### config.mk
export PLATFORM = sky130hd
export DESIGN_NAME = ahb2apb_async_fifo_rdctrl
export DESIGN_NICKNAME = d
export VERILOG_FILES = /design/src/rtl/ahb2apb_async_fifo_pkg.sv /design/src/rtl/ahb2apb_sync2ff.sv /design/src/rtl/ahb2apb_async_fifo_rdctrl.sv
export SDC_FILE = /design/constraint.sdc
export NUM_CORES = 1
export LEC_CHECK = 0
export CORE_ASPECT_RATIO = 0.8
export CORE_UTILIZATION = 40
export CTS_BUF_LIST = sky130_fd_sc_hd__clkbuf_8
export CTS_CLUSTER_SIZE = 24
export DETAILED_ROUTE_END_ITERATION = 8
export PLACE_DENSITY = 0.75
export SETUP_SLACK_MARGIN = 0.5
export SLEW_MARGIN = 20
export SYNTH_ARGS = -nofsm -noshare
export SYNTH_HDL_FRONTEND = slang
export SYNTH_SLANG_ARGS = --single-unit
### constraint.sdc
create_clock -name clk -period 4 [get_ports clk]
set_input_delay 1 -clock clk [delete_from_list [all_inputs] [get_ports clk]]
set_output_delay 1 -clock clk [all_outputs]
set_load 0.03 [all_outputs]
### src/rtl/ahb2apb_async_fifo_pkg.sv
// ahb2apb_async_fifo_pkg: shared async FIFO constants and Gray-code helpers
package ahb2apb_async_fifo_pkg;
  localparam int FIFO_AW = 3;
  localparam int FIFO_DW = 32;
  function automatic logic [31:0] bin2gray(input logic [31:0] b);
    return (b >> 1) ^ b;
  endfunction
  function automatic logic [31:0] gray2bin(input logic [31:0] g);
    logic [31:0] b;
    b[31] = g[31];
    for (int i = 30; i >= 0; i--) b[i] = b[i+1] ^ g[i];
    return b;
  endfunction
endpackage

### src/rtl/ahb2apb_sync2ff.sv
// ahb2apb_sync2ff: two-flop clock-domain synchronizer, no logic between stages
module ahb2apb_sync2ff #(
  parameter int W = 1
) (
  input  logic         clk,
  input  logic         rst_n,
  input  logic [W-1:0] d_i,
  output logic [W-1:0] q_o
);
  logic [W-1:0] meta_q, sync_q;
  always_ff @(posedge clk or negedge rst_n) begin
    if (!rst_n) begin
      meta_q <= '0;
      sync_q <= '0;
    end else begin
      meta_q <= d_i;
      sync_q <= meta_q;
    end
  end
  assign q_o = sync_q;
endmodule

### src/rtl/ahb2apb_async_fifo_rdctrl.sv
// ahb2apb_async_fifo_rdctrl: async FIFO read-side control with a show-ahead
// output register; the fetch pointer runs one entry ahead of the consumer.
module ahb2apb_async_fifo_rdctrl
  import ahb2apb_async_fifo_pkg::*;
#(
  parameter int AW = FIFO_AW,
  parameter int DW = FIFO_DW
) (
  input  logic          clk,
  input  logic          rst_n,
  input  logic [AW:0]   wptr_i,
  input  logic [DW-1:0] rdata_i,
  input  logic          rready_i,
  output logic          ren_o,
  output logic [AW-1:0] raddr_o,
  output logic [AW:0]   rptr_o,
  output logic          rempty_o,
  output logic          rvalid_o,
  output logic [DW-1:0] rdata_o,
  output logic [AW:0]   rlevel_o
);
  localparam int PW = AW + 1;
  logic [AW:0]   wptr_sync, rbin_q, rbin_d, rptr_q, rptr_d, rlevel_q, rlevel_d;
  logic          rempty_q, rempty_d, rvalid_q, rvalid_d;
  logic [DW-1:0] rdata_q, rdata_d;
  ahb2apb_sync2ff #(.W(PW)) u_wptr_sync (
    .clk  (clk),
    .rst_n(rst_n),
    .d_i  (wptr_i),
    .q_o  (wptr_sync)
  );
  // rempty_q resets high, which also keeps ren_o low throughout reset
  always_comb begin
    ren_o    = ~rempty_q & (~rvalid_q | rready_i);
    rbin_d   = rbin_q + PW'(ren_o);
    rptr_d   = PW'(bin2gray(32'(rbin_d)));
    rempty_d = rptr_d == wptr_sync;
    rvalid_d = ren_o | (rvalid_q & ~rready_i);
    rdata_d  = ren_o ? rdata_i : rdata_q;
    rlevel_d = PW'(gray2bin(32'(wptr_sync))) - rbin_d;
  end
  always_ff @(posedge clk or negedge rst_n) begin
    if (!rst_n) begin
      rbin_q   <= '0;
      rptr_q   <= '0;
      rempty_q <= 1'b1;
      rvalid_q <= 1'b0;
      rdata_q  <= '0;
      rlevel_q <= '0;
    end else begin
      rbin_q   <= rbin_d;
      rptr_q   <= rptr_d;
      rempty_q <= rempty_d;
      rvalid_q <= rvalid_d;
      rdata_q  <= rdata_d;
      rlevel_q <= rlevel_d;
    end
  end
  assign raddr_o  = rbin_q[AW-1:0];
  assign rptr_o   = rptr_q;
  assign rempty_o = rempty_q;
  assign rvalid_o = rvalid_q;
  assign rdata_o  = rdata_q;
  assign rlevel_o = rlevel_q;
endmodule

# == After elaboration in Yosys (flattened, before gate mapping) ==
# Index checks and enable logic that the tools add are counted.
# word_totals
output_inout_bits,46
word_cells,22
regBits,54
in_bits,39
# classes
add_sub_neg,2
eq_ne,1
n_bitwise,11
# ops
cell,n
adder 4 x 1 -> 4 bit,1
equality test 4 bit,1
subtractor 4 bit,1
bitwise XOR 3 x 4 -> 4 bit,1
inverter 1 bit,3
bitwise XOR 1 bit,3
AND 1 bit,2
OR 1 bit,2

# == Logic depth before layout (Yosys ltp) ==
# logic_depth
depth_word,6
mapped_depth,11
depth_no_buf,9

# == Modules after synthesis ==
# From an unflattened synthesis, not the netlist that was laid out.
# hier_totals
cells_unflattened,133
area_unflattened_um2,2059.5
# modules_own_cells
module,area_each_um2,instances,cells_per_inst,seq_area_each_um2
ahb2apb_async_fifo_rdctrl,1859.3,1,125,1127.3
ahb2apb_sync2ff,200.2,1,8,200.2

# == Worst setup path before layout ==
# No wires, ideal clock.
# synth_path
kind,input to register
startpoint,input rready_i
endpoint,register rlevel_q[2] (netlist: rlevel_o[2])
required_ns,3.868
path_buffers,2
arrival_time_ns,2.901
path_stages,10
setup_time_ns,0.132
path_slack_ns,0.966
cell_sequence,inv_1 > a21oi_1 > buf_2 > ha_1 > ha_1 > buf_4 > xor2_1 > ha_1 > mux2i_1 > xnor2_1
# synth_between
elab_chain_cells,4
# synth_rtl
element,line,text
start: declaration,ahb2apb_async_fifo_rdctrl.sv:13,"input logic rready_i,"
OR 1 bit,ahb2apb_async_fifo_rdctrl.sv:34,ren_o = ~rempty_q & (~rvalid_q | rready_i);
AND 1 bit,ahb2apb_async_fifo_rdctrl.sv:34,
via ren_o,ahb2apb_async_fifo_rdctrl.sv:14,"output logic ren_o,"
adder 4 x 1 -> 4 bit,ahb2apb_async_fifo_rdctrl.sv:35,rbin_d = rbin_q + PW'(ren_o);
subtractor 4 bit,ahb2apb_async_fifo_rdctrl.sv:40,rlevel_d = PW'(gray2bin(32'(wptr_sync))) - rbin_d;
via rlevel_d[2],ahb2apb_async_fifo_rdctrl.sv:23,"logic [AW:0] wptr_sync, rbin_q, rbin_d, rptr_q, rptr_d, rlevel_q, rlevel_d;"
end signal: assignment,ahb2apb_async_fifo_rdctrl.sv:56,rlevel_q <= rlevel_d;
end: declaration,ahb2apb_async_fifo_rdctrl.sv:23,
# The timed path passes the listed nets, and every way through them passes these cells.
# A chain may end at the register's enable or synchronous reset.

# == Worst setup path in the final report ==
# layout_path
startpoint,input rready_i
endpoint,register rlevel_q[2] (netlist: rlevel_o[2])
# layout_between
elab_chain_cells,4
# layout_rtl
element,line
OR 1 bit,ahb2apb_async_fifo_rdctrl.sv:34
AND 1 bit,ahb2apb_async_fifo_rdctrl.sv:34
adder 4 x 1 -> 4 bit,ahb2apb_async_fifo_rdctrl.sv:35
subtractor 4 bit,ahb2apb_async_fifo_rdctrl.sv:40
via rlevel_d[2],ahb2apb_async_fifo_rdctrl.sv:23
# The timed path passes the listed nets, and every way through them passes these cells.

==> flow_summary_export.csv <==
group,metric,value,unit
run_status,outcome,"finished, final reports clean",
clock_tree,cts_num_sinks,53,
synthesis,yosysWarnings,0,
finish,stdcell_area,3078,um^2
clock_tree,cts_max_path_buffers,2,
die,start_util,43.25,%
die,core_area,4762,um^2
finish,nets,264,
synthesis,yosysTopAreaCell,"dfrtp_1",
die,io_pins,85,
timing,finalSetupViolCount,0,
timing,min_period,3218,ps
clock_tree,clk_latency,290,ps
detailed_routing,wl,4.058,mm
worst_setup_path,endpoint,"rlevel_o[2]",
synthesis,synth.area.top_cells,"dfrtp_1, mux2_2, xnor2_1",
global_route,grt_pass1_wl,6.603,mm
timing,finalCritPeriodShare,80.45,%
timing,slew_headroom,58.38,%
clock_tree,clk_pin_slew,90,ps
worst_setup_path,path_cells,"clkdlybuf4s50_1, inv_1, a21oi_4, buf_4, ha_1, ha_1, xor2_1, ha_1, mux2i_1, xnor2_1",
finish,syn2layout_area_growth,49.45,%
worst_setup_path,crit_path_start,"rready_i",
clock_tree,cts-root-buf,"clkbuf_8",
worst_setup_path,rrSetupSlack,1600,ps
place,dp_hpwl,3.076,mm
clock_tree,cts_tree,"built",
worst_setup_path,criticalPathCategory,"input port to flip-flop",
synthesis,netlist_top_cells_count,"dfrtp_1, mux2_2, xnor2_1",
global_route,gr-total-overflow,0,
global_route,grtUsageTotal,16.95,%
finish,antennaDiodeCount,0,
synthesis,ys_types,22,
place,place_ws,457.9,ps
synthesis,synth_flop_cell,"dfrtp_1",
worst_hold_path,min_path_type,"flip-flop to flip-flop",
clock_tree,cts_resized,0,
clock_tree,cts-htree-levels,2,
place,place.gp.congestion,0.7726,
timing,max_slew.worst_pin.slew,624.3,ps
finish,fill_cells,346,
detailed_routing,num_vias,1309,
die,die_h,66.18,um
synthesis,synth_edf_count,0,
worst_setup_path,cp_slowest_cell,"clkdlybuf4s50_1",
worst_setup_path,cp_data_required_time,4210,ps
worst_setup_path,cp-start-kind,"input port",
synthesis,synth_top_area_share,63.18,%
detailed_routing,route.detailed.drc,0,
global_route,antenna_found_initial,0,
worst_setup_path,reg2reg_to,"rlevel_o[2]",
worst_setup_path,worstReg2RegStart,"rempty_o",
synthesis,synthMostInstantiatedCell,"dfrtp_1",
die,rows,22,
synthesis,async_flop_share,100.0,%
timing,fin_ws,782.1,ps
synthesis,syn_avg_cell_area,15.48,um^2
detailed_routing,drt_iter0_drc,64,
die,die_w,82.23,um
global_route,grt_max_degree,54,
timing,rsz0062_at_grt,"false",
finish,layout-drive-gt1-share,20.36,%
place,portBuffers,84,
detailed_routing,via_per_inst,4.658,
timing,fin_setup_tns,0,ps
die,dieArea,5442,um^2
worst_setup_path,worst-r2r-cell-count,8,
timing,slew_viol_final,0,
run,drv_cap,0,
place,dpl_cell_area,2962,um^2
detailed_routing,drt-wirelength-per-cell,14.44,um
synthesis,syn-cell-area,2059,um^2
pwr,power_density,682.7,nW/um^2
clock_tree,cts_hold_buffers,0,
timing,max_freq,310.8,MHz
pwr,leakage,0.001311,uW
timing,clock_skew,8.760,ps
synthesis,syn_inst,133,
clock_tree,numCtsBuffers,5,
detailed_routing,first_pass_iters,3,
worst_setup_path,cp.arrival,3420,ps
synthesis,mappedNetlistNets,177,
worst_setup_path,critical_path.most_common_cell,"ha_1",
timing,hold_violations,0,
global_route,first_global_vias,1411,
synthesis,ys_seq_area_share,64.46,%
worst_setup_path,crit_fanout,34,
detailed_routing,ant_nets,0,
worst_setup_path,critPathCaptureType,"flip-flop",
synthesis,ys_ff_latch,53,
pwr,vdd_drop_max,0.0004644,V
clock_tree,postCtsSetupRepairBufs,0,
worst_setup_path,slowest_delay,480,ps
-- flip-flops by register name, summed over array words and instances, names as in the netlist --
| name | count |
|---|---|
| rbin_q | 4 |
| rdata_o | 32 |
| rempty_o | 1 |
| rlevel_o | 4 |
| rptr_o | 3 |
| rvalid_o | 1 |
| u_wptr_sync.meta_q | 4 |
| u_wptr_sync.q_o | 4 |
-- final cells by class --
cell class / instances / area (um^2) / area share (%)
Timing Repair Buffer: 85 / 848.3 / 27.56
Clock inverter: 3 / 42.54 / 1.382
Clock buffer: 5 / 68.82 / 2.236
Multi-Input combinational cell: 70 / 696.9 / 22.64
Inverter: 5 / 18.77 / 0.6098
Sequential cell: 53 / 1328 / 43.13
Tap cell: 60 / 75.07 / 2.439
-- worst max-delay path, delay by kind of cell --
kind,cells,cell delay (ps)
AO/OA/AOI/OAI,1,140
XOR/XNOR,2,350
adder cells (fa/ha/maj),3,730
buffers and inverters,3,930
multiplexers,1,240
-- worst min path at each step --
stage / from / to / slack [ps] / depth (start not counted)
2_1_floorplan: u_wptr_sync.meta_q[0] / u_wptr_sync.q_o[0] / 330 / 0
3_3_place_gp: u_wptr_sync.meta_q[3] / u_wptr_sync.q_o[3] / 330 / 0
3_5_place_dp: u_wptr_sync.meta_q[1] / u_wptr_sync.q_o[1] / 340 / 0
4_1_cts: u_wptr_sync.meta_q[1] / u_wptr_sync.q_o[1] / 360 / 0
5_1_grt: u_wptr_sync.meta_q[0] / u_wptr_sync.q_o[0] / 380 / 0
6_report: u_wptr_sync.meta_q[1] / u_wptr_sync.q_o[1] / 360 / 0
-- stage by stage --
step | instances | total power, uW | utilization, % | hold slack, ps
global placement | 273 | 1751 | 62.19 | 334.0
detailed placement | 273 | 1777 | 62.19 | 337.3
CTS | 281 | 2135 | 64.53 | 359.6
floorplan | 133 | 1394 | - | 331.2
finish | 281 | 2101 | 64.63 | 355.5
global route | 281 | 2233 | 64.63 | 379.2
-- power breakdown --
group	total, uW	leakage [uW]	switching (uW)	internal, uW
Sequential	753	0.000614	80.2	672
Clock	342	0.0000595	157	185
Combinational	1010	0.000637	541	466
-- routing by layer --
layer	global-route usage, %	wire length, um	vias up
li1	-	-	617
met1	20.07	1715	639
met2	28.62	2028	51
met3	5.655	280	2
met4	5.921	34	0
met5	0	0	-
-- kinds of logic after synthesis --
family                   synth area share, %
flip-flops                             64.46
multiplexers                           18.47
XOR/XNOR                               7.959
buffers and inverters                  2.248
AND/OR/NAND/NOR                        2.430
AO/OA/AOI/OAI                          1.397
adder cells (fa/ha/maj)                3.038
-- cells in the final DEF (no fill, tap or decap) --
master / n
clkdlybuf4s50_1: 82
dfrtp_1: 52
mux2_2: 32
xnor2_1: 8
xor2_1: 7
inv_1: 6
ha_1: 5
clkbuf_8: 5
nand3_1: 2
xor2_2: 2
nand2_1: 2
mux2i_1: 2
o21ai_0: 2
nand2b_1: 2
buf_4: 2
a21oi_4: 1
and4b_1: 1
a22oi_1: 1
nor2_1: 1
nor4_1: 1
a31oi_1: 1
bufinv_16: 1
clkinv_4: 1
dlymetal6s2s_1: 1
dfstp_2: 1
Power figures use the tool's default switching activity.
==> patch 1, RTL diff (same flow settings) <==
Take the reset off `rdata_q` and load it in a clocked block of its own.
--- a/src/rtl/ahb2apb_async_fifo_rdctrl.sv
+++ b/src/rtl/ahb2apb_async_fifo_rdctrl.sv
@@ -45,16 +45,18 @@
       rptr_q   <= '0;
       rempty_q <= 1'b1;
       rvalid_q <= 1'b0;
-      rdata_q  <= '0;
       rlevel_q <= '0;
     end else begin
       rbin_q   <= rbin_d;
       rptr_q   <= rptr_d;
       rempty_q <= rempty_d;
       rvalid_q <= rvalid_d;
-      rdata_q  <= rdata_d;
       rlevel_q <= rlevel_d;
     end
+  end
+
+  always_ff @(posedge clk) begin
+    rdata_q <= rdata_d;
   end
   assign raddr_o  = rbin_q[AW-1:0];
   assign rptr_o   = rptr_q;
Check against the original RTL: differs if rst_n is asserted again (counterexample within 10 cycles, from zero or initial values and one cycle with rst_n low); with rst_n held inactive, the same outputs for 10 cycles.
==> patch 1 against the unedited design <==
- setup slack better by 0.28 ns
- design area down 6.7%
- die area down 10%
- register-to-register slack better by 0.16 ns
- wire length down 11%
- synthesized cell count down 26%
- power down 11%
- clock power about the same
- worst hold slack worse by 0.0015 ns
- global-route usage down 0.69 points
- sequential cell count unchanged
- area after synthesis down 10%
- final cell count down 12%
==> patch 1: results (changes against the unedited design) <==
[run_status]
status = completed

[min_path]
worstHoldPathType = register to register

[synth]
async_flop_share_pct = 39.6  ; -60 points
synth-edff-count = 32  ; +32
syn-num-nets = 142  ; -20%
ys_types = 21  ; -4.5%
synth_common_cells = 32 x edfxtp_1, 20 x dfrtp_1, 8 x xnor2_1, 7 x xor2_1
synth_xor_xnor_area_share_pct = 8.89  ; +0.93 points
synth_area_leaders = edfxtp_1 52%, dfrtp_1 27%, xnor2_1 3.8%
synth-compound-area-share_pct = 1.56  ; +0.16 points
synthMuxAreaShare_pct = 1.09  ; -17 points
yosysSeqAreaShare_pct = 80.7  ; +16 points
syn_inst = 98  ; -26%
synthAdderAreaFrac_pct = 3.39  ; +0.35 points

[global_routing]
grt_usage_pct = 16.3  ; -0.69 points
grt_pass1_wl_um = 5790  ; -12%
antenna_found_initial = 0  ; unchanged
grt_max_degree = 33  ; -39%

[cts]
cts-resized-gates = 0  ; unchanged
clock_latency_ns = 0.29  ; about the same
cts_buffers = 5  ; unchanged
cts_max_path_buffers = 2  ; unchanged
ctsHtreeMaxLevel = 2  ; unchanged
cts-root-buf = clkbuf_8

[power_and_ir_drop]
p_leak_nw = 1.11  ; -15%
peakVddDrop_uv = 310  ; -33%

[finish]
num-nonclk-buffers = 85  ; unchanged
multi_input_area_um2 = 337  ; -52%
seq_area_um2 = 1490  ; +12%
diodes = 0  ; unchanged
nets = 232  ; -12%
clock_area_share_pct = 3.84  ; +0.22 points
fillers = 324  ; -6.4%
buf_share_pct = 29.5  ; +1.9 points
inverters = 5  ; unchanged
layout-drive-gt1-share_pct = 6.88  ; -13 points
num-multi-input-gates = 38  ; -46%

[placed_design]
numPortBuffers = 84  ; unchanged
routabilityCongestion = 0.913  ; +18%
pre_cts_ws_ns = 0.915  ; +0.457 ns
post-dp-hpwl_um = 2800  ; -9.0%
place_inst = 238  ; -13%

[critical_path]
critPathMaxFanout = 4  ; -88%
critPathArrivalTime_ns = 1.94  ; -1.48 ns

[route]
dr.first_iter.drc_count = 47  ; -27%
post_drt_wl_per_cell_um = 14.7  ; +1.6%
dr.pass1.iters = 4  ; +1
vias = 1086  ; -17%
wirelength_um = 3610  ; -11%
post-route-drc-count = 0  ; unchanged

[timing]
setup_ws_ns = 1.06  ; +0.280 ns
skew_ns = 0.00753  ; -0.00123 ns
slew_headroom_pct = 42.3  ; -16 points

## patch 1: cell types whose count changed in the layout (fill, tap and decap cells not counted), sizes merged
cell / before / now
mux2: 32 / 0
inv: 6 / 5
dlymetal6s2s: 1 / 0
clkdlybuf4s50: 82 / 83
dfrtp: 52 / 20
clkinvlp: 0 / 1
edfxtp: 0 / 32
## patch 1: metal layers
metal	wire, µm	vias to the layer above	track usage (%)
li1	-	518	-
met1	1420	525	19.7
met2	1990	36	28.4
met3	152	7	3.50
met4	54	0	6.25
met5	0	-	0
## patch 1: worst paths after layout
kind / startpoint / slack (ns) / depth (start not counted) / end
setup / recovery: rready_i / 1.06 / 4 / ren_o
hold / removal: u_wptr_sync.meta_q[3] / 0.35 / 0 / u_wptr_sync.q_o[3]
setup reg to reg: u_wptr_sync.q_o[2] / 1.76 / 9 / rlevel_o[3]
hold reg to reg: u_wptr_sync.meta_q[3] / 0.35 / 0 / u_wptr_sync.q_o[3]
max in group asynchronous: rst_n / 2.27 / 1 / rvalid_o
min in group asynchronous: rst_n / 1.20 / 1 / rptr_o[0]
## patch 1: metrics by stage
step	power [mW]	cell area (µm²)	hold WS, ns
2_1_floorplan	1.27	1860	0.331
3_3_place_gp	1.53	2760	0.334
3_5_place_dp	1.55	2760	0.335
4_1_cts	1.90	2870	0.355
5_1_grt	1.98	2870	0.367
6_report	1.88	2870	0.354
## patch 1: power by group
| group | switching (mW) | internal (mW) | leakage, nW | total [mW] |
|---|---|---|---|---|
| Sequential | 0.0548 | 0.696 | 0.553 | 0.751 |
| Clock | 0.159 | 0.184 | 0.0518 | 0.343 |
| Combinational | 0.433 | 0.351 | 0.503 | 0.785 |
## patch 1: critical path, cell delays in order
cell and delay [ns]:
clkdlybuf4s50_1 0.47, inv_1 0.07, a21oi_4 0.19, buf_4 0.20
==> patch 2, RTL diff (config.mk and constraints unchanged) <==
Without the edit above. The package constant `FIFO_DW` goes from 32 to 64.
--- a/src/rtl/ahb2apb_async_fifo_pkg.sv
+++ b/src/rtl/ahb2apb_async_fifo_pkg.sv
@@ -1,7 +1,7 @@
 // ahb2apb_async_fifo_pkg: shared async FIFO constants and Gray-code helpers
 package ahb2apb_async_fifo_pkg;
   localparam int FIFO_AW = 3;
-  localparam int FIFO_DW = 32;
+  localparam int FIFO_DW = 64;
   function automatic logic [31:0] bin2gray(input logic [31:0] b);
     return (b >> 1) ^ b;
   endfunction
Interface: changed (resized rdata_i and rdata_o); port bits go from 85 to 149. The function was not compared with the original's and may differ.
==> patch 2 against the unedited design <==
- power up 55%
- sequential cell count rose by 32
- core utilization up 1.9 points
- wire length grew 68%
- setup slack gained 0.043 ns
- design area is 64% higher
- sequential power rose by 54%
- sequential share of layout area decreased by 1.1 points
- die area increased by 56%
- clock skew shrank 0.00087 ns
- area after synthesis up 57%
- non-clock buffer count grew 65
- critical endpoint is now ren_o
- largest power group unchanged
==> patch 2: results (changes against the unedited design) <==
[run_status]
status = completed

[min_path]
hp-start = u_wptr_sync.meta_q[2]

[finish]
fillers = 586  ; +69%
buf_share_pct = 29.6  ; +2.0 points
seq_area_share_pct = 42.1  ; -1.1 points
layout-drive-gt1-share_pct = 24.1  ; +3.7 points
nets = 429  ; +63%
num-multi-input-gates = 102  ; +46%
clock_area_share_pct = 4.50  ; +0.88 points
nClkBuffers = 9  ; +4

[synth]
yosys_register_bits = 85  ; +60%
avgSynthCellArea_um2 = 16.1  ; +4.1%
synth_area_leaders = dfrtp_1 65%, mux2_2 22%, xnor2_1 2.2%
synth_common_cells = 84 x dfrtp_1, 64 x mux2_2, 8 x xnor2_1, 7 x buf_2, 7 x xor2_1
synthMuxAreaShare_pct = 22.9  ; +4.4 points
yosysSeqAreaShare_pct = 65.7  ; +1.2 points

[power_and_ir_drop]
p_int_mw = 2.13  ; +61%
peakVddDrop_uv = 376  ; -19%

[timing]
min_period_ns = 3.17  ; -0.0433 ns
slew_headroom_pct = 49.5  ; -8.8 points
skew_ns = 0.00789  ; -0.000871 ns

[global_routing]
grt_pass1_vias = 2135  ; +51%
grt_pass1_wl_um = 10400  ; +57%
grt_usage_pct = 16.5  ; -0.40 points

[route]
via_per_inst = 4.63  ; -0.52%
dr.pass1.iters = 4  ; +1
dr.first_iter.drc_count = 42  ; -34%

[critical_path]
critPathArrivalTime_ns = 2.17  ; -1.25 ns
critPathMaxFanout = 15  ; -56%

[placed_design]
numPortBuffers = 148  ; +76%
place_inst = 447  ; +64%
routabilityCongestion = 0.766  ; -0.91%

[cts]
ctsHtreeMaxLevel = 3  ; +1

patch 2: changes by cell type after synthesis, sizes merged:
cell,unedited run,this run
mux2,32,64
buf,4,8
dfrtp,52,84
patch 2: per-layer routing:
layer | up-vias | GRT usage [%] | routed length (µm)
met5 | - | 0 | 0
met4 | 0 | 6.43 | 80
met3 | 11 | 7.15 | 744
met2 | 102 | 25.7 | 3130
met1 | 1040 | 20.4 | 2880
li1 | 988 | - | -
patch 2: path summary, 6_finish.rpt:
kind	slack, ns	endpoint
max in group asynchronous	2.78	u_wptr_sync.q_o[2]
min in group asynchronous	0.69	rdata_o[57]
min	0.35	u_wptr_sync.q_o[2]
max	0.83	ren_o
min reg2reg	0.35	u_wptr_sync.q_o[2]
max reg2reg	1.80	rlevel_o[3]
patch 2: stage by stage:
step | power, mW | setup slack, ns
after floorplan | 2.03 | 0.987
final | 3.25 | 0.825
after global placement | 2.57 | 0.829
after global routing | 3.43 | 0.753
after detailed placement | 2.59 | 0.812
after CTS | 3.30 | 0.803
